[src/rtl/fnd_scan_ctrl.sv]
// Scan controller for the Basys3 4-digit FND. Steps through eight slots:
// digits 0-3, then four dot slots on digit 2 that carry a blinking dp.
module fnd_scan_ctrl #(
  parameter int CLK_FREQ = 100_000_000,
  parameter int SCAN_HZ  = 1000,
  parameter int BLINK_HZ = 2
) (
  input  logic        clk,
  input  logic        rst_n,
  input  logic        en,
  input  logic [15:0] fnd_bcd,
  input  logic        blink_en,
  output logic [2:0]  fnd_sel,
  output logic [3:0]  fnd_com,
  output logic [7:0]  fnd_data,
  output logic        scan_tick
);

  localparam int DIV  = CLK_FREQ / SCAN_HZ;
  localparam int HALF = SCAN_HZ / (2 * BLINK_HZ);
  localparam int PW   = (DIV > 1) ? $clog2(DIV) : 1;
  localparam int BW   = (HALF > 1) ? $clog2(HALF) : 1;

  logic [PW-1:0] r_presc;
  logic [BW-1:0] r_blink_cnt;
  logic          r_phase;
  logic [2:0]    r_sel;
  logic [3:0]    r_com;
  logic [7:0]    r_data;
  logic          r_tick;

  logic          w_term;
  logic [2:0]    w_sel_next;
  logic          w_blink_wrap;
  logic          w_phase_next;
  logic [3:0]    w_nibble;
  logic [7:0]    w_hex_seg;
  logic [3:0]    w_com_next;
  logic [7:0]    w_data_next;

  assign w_term       = en && (r_presc == PW'(DIV - 1));
  assign w_sel_next   = r_sel + 3'd1;
  assign w_blink_wrap = (r_blink_cnt == BW'(HALF - 1));
  // The dot pattern uses the phase that is committed on this same edge.
  assign w_phase_next = w_blink_wrap ? ~r_phase : r_phase;

  always_comb begin
    w_nibble = fnd_bcd[3:0];
    case (w_sel_next[1:0])
      2'd0: w_nibble = fnd_bcd[3:0];
      2'd1: w_nibble = fnd_bcd[7:4];
      2'd2: w_nibble = fnd_bcd[11:8];
      2'd3: w_nibble = fnd_bcd[15:12];
      default: w_nibble = fnd_bcd[3:0];
    endcase
  end

  always_comb begin
    w_hex_seg = 8'hFF;
    case (w_nibble)
      4'h0: w_hex_seg = 8'hC0;
      4'h1: w_hex_seg = 8'hF9;
      4'h2: w_hex_seg = 8'hA4;
      4'h3: w_hex_seg = 8'hB0;
      4'h4: w_hex_seg = 8'h99;
      4'h5: w_hex_seg = 8'h92;
      4'h6: w_hex_seg = 8'h82;
      4'h7: w_hex_seg = 8'hF8;
      4'h8: w_hex_seg = 8'h80;
      4'h9: w_hex_seg = 8'h90;
      4'hA: w_hex_seg = 8'h88;
      4'hB: w_hex_seg = 8'h83;
      4'hC: w_hex_seg = 8'hC6;
      4'hD: w_hex_seg = 8'hA1;
      4'hE: w_hex_seg = 8'h86;
      4'hF: w_hex_seg = 8'h8E;
      default: w_hex_seg = 8'hFF;
    endcase
  end

  always_comb begin
    w_com_next  = 4'b1011;
    w_data_next = 8'hFF;
    if (!w_sel_next[2]) begin
      w_data_next = w_hex_seg;
      case (w_sel_next[1:0])
        2'd0: w_com_next = 4'b1110;
        2'd1: w_com_next = 4'b1101;
        2'd2: w_com_next = 4'b1011;
        2'd3: w_com_next = 4'b0111;
        default: w_com_next = 4'b1111;
      endcase
    end else begin
      w_com_next  = 4'b1011;
      w_data_next = (blink_en && w_phase_next) ? 8'h7F : 8'hFF;
    end
  end

  always_ff @(posedge clk) begin
    if (!rst_n) begin
      r_presc     <= '0;
      r_blink_cnt <= '0;
      r_phase     <= 1'b0;
      r_sel       <= 3'd0;
      r_com       <= 4'b1111;
      r_data      <= 8'hFF;
      r_tick      <= 1'b0;
    end else if (!en) begin
      // Blank the display and freeze all scan state.
      r_com  <= 4'b1111;
      r_data <= 8'hFF;
      r_tick <= 1'b0;
    end else begin
      r_tick <= w_term;
      if (w_term) begin
        r_presc     <= '0;
        r_sel       <= w_sel_next;
        r_com       <= w_com_next;
        r_data      <= w_data_next;
        r_phase     <= w_phase_next;
        r_blink_cnt <= w_blink_wrap ? '0 : r_blink_cnt + BW'(1);
      end else begin
        r_presc <= r_presc + PW'(1);
      end
    end
  end

  assign fnd_sel   = r_sel;
  assign fnd_com   = r_com;
  assign fnd_data  = r_data;
  assign scan_tick = r_tick;

endmodule

[config.mk]
export PLATFORM = sky130hd
export DESIGN_NAME = fnd_scan_ctrl
export DESIGN_NICKNAME = d
export VERILOG_FILES = /design/src/rtl/fnd_scan_ctrl.sv
export SDC_FILE = /design/constraint.sdc
export NUM_CORES = 1
export LEC_CHECK = 0
export ABC_AREA = 0
export ABC_CLOCK_PERIOD_IN_PS = 2000
export CAP_MARGIN = 20
export CORE_ASPECT_RATIO = 0.9
export CORE_UTILIZATION = 48
export CTS_BUF_LIST = sky130_fd_sc_hd__clkbuf_16
export CTS_CLUSTER_SIZE = 8
export DETAILED_ROUTE_END_ITERATION = 12
export GPL_ROUTABILITY_DRIVEN = 0
export PLACE_DENSITY_LB_ADDON = 0.08
export SYNTH_ARGS = -nofsm -noshare
export SYNTH_HDL_FRONTEND = slang
export SYNTH_SLANG_ARGS = --single-unit
[constraint.sdc]
create_clock -name clk -period 2 [get_ports clk]
set_clock_uncertainty 0.05 [all_clocks]
set_input_delay 0.4 -clock clk [delete_from_list [all_inputs] [get_ports clk]]
set_output_delay 0.4 -clock clk [all_outputs]
set_load 0.1 [all_outputs]
## Word level (Yosys, flattened, before mapping)

Memories as Yosys holds them, arrays and structs flattened.
Index checks and enable logic that the tools add are counted.
Widths: inputs -> output; s select.

| word-level totals | value |
|---|---|
| bits of input ports | 20 |
| memory bits (read-only) | 112 |
| output and inout port bits | 16 |
| memories kept | 1 |
| logic and storage cells | 30 |
| register bits after elaboration | 42 |

Memories:

| memory | words | width | read ports | clocked after Yosys merged registers in | write ports | line | source |
|---|---|---|---|---|---|---|---|
| (name not given) | 16 | 7 | 1 | 0 | 0 | 60 | `case (w_nibble)` |

| cells by class | value |
|---|---|
| equal/unequal tests | 5 |
| multiplexer cells | 8 |
| $add $sub $neg | 3 |
| reductions and logical operators | 5 |
| bitwise logic cells | 1 |

Operators by type and width:

| kind | count |
|---|---|
| $pmux 4 s4 | 2 |
| $mux 8 | 3 |
| $add 17x1->17 const B | 1 |
| $eq 17x17->1 const B | 1 |
| $mux 17 | 1 |
| $add 8x1->8 const B | 1 |
| $eq 8x8->1 const B | 1 |
| $eq 2x2->1 const B | 2 |
| $mux 4 | 1 |
| $reduce_and 2->1 | 2 |
| $add 3x1->3 const B | 1 |
| $eq 2x1->1 const B | 1 |
| $logic_and 1x1->1 | 2 |
| $logic_not 2->1 | 1 |
| $mux 1 | 1 |
| $not 1->1 | 1 |

## Longest topological paths before layout

| depth | value |
|---|---|
| word-level depth | 5 |
| mapped depth | 10 |
| mapped depth without buffers | 10 |

## Worst setup path after synthesis

No wires, ideal clock.

| path | value |
|---|---|
| kind | register to register |
| start | register r_sel[0] (netlist: fnd_sel[0]) |
| end | register r_data[1] (netlist: fnd_data[1]) |
| path buffers | 0 |
| arrival time | 2.822 ns |
| required time | 1.827 ns |
| clock period less this slack | 2.995 ns |
| slack | -0.995 ns |
| library setup time | 0.123 ns |
| stages on the path, launching flop included | 10 |
| cells stage by stage | dfxtp_1 inv_1 ha_1 a222oi_1 a21oi_1 inv_1 ha_1 o21ai_0 o211a_1 o21ai_0 |

| between the ends | value |
|---|---|
| cells in the longest elaborated chain, start to end | 5 |
| elaborated cells on any way between the ends | 8 |
| classes of those cells | add/sub (1); eq/ne (3); mux (2); reduce/logical (1); memory (1) |

Ends and longest elaborated chain:

| item | line | source |
|---|---|---|
| from (decl) | 27 | `logic [2:0] r_sel;` |
| from (signal assigned) | 117 | `r_sel <= w_sel_next;` |
| $add 3x1->3 (*) | 42 | `assign w_sel_next = r_sel + 3'd1;` |
| named net w_sel_next[0] | 33 | `logic [2:0] w_sel_next;` |
| $eq 2x2->1, or another cell as far along | 49 | `case (w_sel_next[1:0])` |
| $pmux 4 s4 (*) | 49 |  |
| $mem_v2 16x7 (*) | n/a |  |
| $mux 8 (*) | 84 | `if (!w_sel_next[2]) begin` |
| to (signal assigned) | 119 | `r_data <= w_data_next;` |
| to (decl) | 29 | `logic [7:0] r_data;` |

The timed path passes the listed nets; every way through them passes the cells marked *.
A chain may end at the register's enable or synchronous reset.

## Worst setup path in the final report

Same ends and word-level chain as after synthesis.

==> out/results.txt <==
Status - complete, but fails checks
Failing checks - negative setup slack
Largest cells by area after synthesis - dfxtp_1 (37%), ha_1 (9.3%), xnor2_1 (6.9%)
Area Overhead vs Synth - 43.00%
Placed instance count - 388
Die X - 74.63 um
Pins Over Slew Limit - 0
Total number of vias - 2085
Grt ovf - 0
Detail Placement HPWL - 3.726 mm
Setup Viol. Count Final - 6
Reg clk slew, reported paths - 0.06 ns
Sink Count - 42
Setup WS pre-CTS - -0.3275 ns
CTS Buf Count - 5
FILL cells - 371
Via density - 5.200
Peak VDD IR - 0.4529 mV
Synth warn - 0
Final Hold Fails - 0
RSZ-0062 raised after global routing - yes
Most common cell after layout, fill and taps aside - buf_4
Vias in the first global route - 1922
Share of layout cells above drive strength 1 - 28.61%
Clock tree buffer depth - 2
Seq/Total Area, Yosys - 36.90%
Layout Nets - 375
Pint - 1.384 mW
Avg Cell Area, Syn - 8.696 um2
Worst-margin pin slew - 0.4236 ns
CTS root buf - clkbuf_16
Mapped Area - 2278 um2
CTS Hold Buffers Added - 0
Fmax - 475.6 MHz
Final WL - 5.303 mm
Worst Hold Class - reg -> reg
Top_reg_cell synth - dfxtp_1
ANT nets after route - 0
Synth area leader - dfxtp_1
# diodes - 0
DR WL/cell - 13.22 um
Clk pwr share - 43.5%
Initial Util - 50.43%
Layer with the highest usage - met2
Critical-path cell list - inv_4 -> ha_4 -> a222oi_1 -> a21oi_2 -> inv_2 -> ha_1 -> o21ai_2 -> o211a_1 -> o21ai_0
Largest net degree at the start of global routing - 18
Met2 Use GR - 36.37%
Clk Latency, worst-skew pair - 0.28 ns
Max Fanout on Critical Path - 5
Unique cell type count in the Yosys netlist - 45
CP max stage cell - a222oi_1
Final setup margin - -0.1028 ns
First-pass GRT wire length - 8.438 mm
Worst setup SP type - flip-flop
Post-synth net total - 299
CP Capture Type - flip-flop
Critical Path AT - 2.21 ns
Layout Cells excl Fill - 401
GRT met1 Usage - 28.39%
Port-buffer cells - 35
Die Height - 67.36 um
WS Path Type - reg -> reg
Cell area power density - 545.6 nW/um2
M3 GR Usage - 5.522%
Sw frac - 22.14%
DRT iter0 DRCs - 139
Req. time, crit path - 2.11 ns
Drt pass-1 iters - 7
CTS tree - done
Syn Inst Count - 262
Remaining DRCs - 0
Number of flops mapped to enable cells by yosys - 0
Placeable core area - 4518 um2
Hold Slack - 0.4325 ns
Gr usage total - 22.36%
Slew HR - 71.61%
Max Cap Viol - 0
Die Area - 5027 um2
Total power draw - 1.778 mW
Most frequent cells in the layout - buf_4 (51), dfxtp_1 (39), nor2_1 (30), nand2_1 (20), clkdlybuf4s50_1 (19)
R2r setup slk - -0.10 ns
Period utilization - 105.1%
Leakage power - 1.236 nW
IO Count - 36
Period minus WS final - 2.103 ns
Comb pwr share - 9.3%
Ys async rst share - 0%
Net Sw Power - 393.6 uW
Synth top area share - 36.90%
# rows - 23
FF+latch count, synth - 42
Sequential Power Share - 47.2%
Initial antenna violation count - 0
Max H-tree Level - 2
Slowest Stage Delay on Critical Path - 0.41 ns
[worst paths after layout]
path / startpoint / to / depth (start not counted)
max: fnd_sel[0] / fnd_data[1] / 9
min: fnd_data[6] / fnd_data[6] / 1
max reg2reg: fnd_sel[0] / fnd_data[1] / 9
min reg2reg: fnd_data[6] / fnd_data[6] / 1
[flip-flops by register name, summed over array words and instances (netlist names)]
signal,cells
scan_tick,1
fnd_sel,3
r_presc,17
fnd_com,4
fnd_data,8
r_blink_cnt,8
r_phase,1
[final cells by class]
type                    instances  area [um2]  share of cell area, %
clock inverters                 3       16.27                 0.4992
inverters                      11       46.29                  1.421
repair buffers                 77       680.7                  20.89
multi-input cells             201        1463                  44.89
flip-flops and latches         42       849.6                  26.08
clock buffers                   5       125.1                  3.840
well taps                      62       77.57                  2.381
[timing repair]
action | CTS | global route
setup buffers | 4 | 1
endpoints found under the setup margin | 6 | 9
endpoints found under the hold margin | 0 | 0
resized for setup | 6 | 14
pin swaps | 6 | 5
gates cloned | 1 | 0
[worst max-delay path: cells and delay by family (launching register included)]
family | cells | cell delay (ns)
compound gates | 5 | 0.93
fa+ha+maj | 2 | 0.42
buf+inv | 2 | 0.19
flops | 1 | 0.38
[synthesized netlist by cell type (6+ instances only)]
| cell type | n |
|---|---|
| ha_1 | 17 |
| nand3_1 | 12 |
| and2_1 | 7 |
| nor2_1 | 30 |
| nor4_1 | 6 |
| o21ai_0 | 8 |
| nand2_1 | 20 |
| xor2_1 | 6 |
| a21oi_1 | 6 |
| inv_1 | 11 |
| dfxtp_1 | 42 |
| nand4_1 | 6 |
| nor3_1 | 12 |
| xnor2_1 | 18 |
[logic make-up (layout without fill, tap and decap cells)]
| kind of cell | Yosys count | count (layout) | share of synthesized area (%) |
|---|---|---|---|
| flip-flops | 42 | 42 | 36.90 |
| multiplexers | 5 | 5 | 2.252 |
| buffers and inverters | 19 | 96 | 4.173 |
| adder cells (fa/ha/maj) | 17 | 17 | 9.335 |
| XOR/XNOR | 24 | 24 | 9.226 |
| AO/OA/AOI/OAI | 36 | 36 | 11.15 |
| AND/OR/NAND/NOR | 119 | 119 | 26.96 |
[routing by layer]
layer	wire length [um]	share of wire [%]
met1	2601	49
met2	2401	45
met3	214	4.0
met4	86	1.6
met5	0	0
[metrics by stage]
stage	utilization (%)	instance area [um2]	setup TNS, ns
finish	72.11	3258	-0.3589
global placement	66.35	2998	-5.435
global route	72.11	3258	-1.130
floorplan	-	2336	-1.020
detailed placement	66.35	2998	-5.735
CTS	70.81	3199	-0.2990
[power groups by stage]
stage	Combinational (mW)	Clock, mW	Sequential (mW)
2_1_floorplan	0.0637	0	0.858
3_3_place_gp	0.143	0	0.858
3_5_place_dp	0.145	0	0.858
4_1_cts	0.155	0.791	0.840
5_1_grt	0.179	0.831	0.840
6_report	0.165	0.773	0.840
Note: power is estimated with default switching activity, not from simulation.
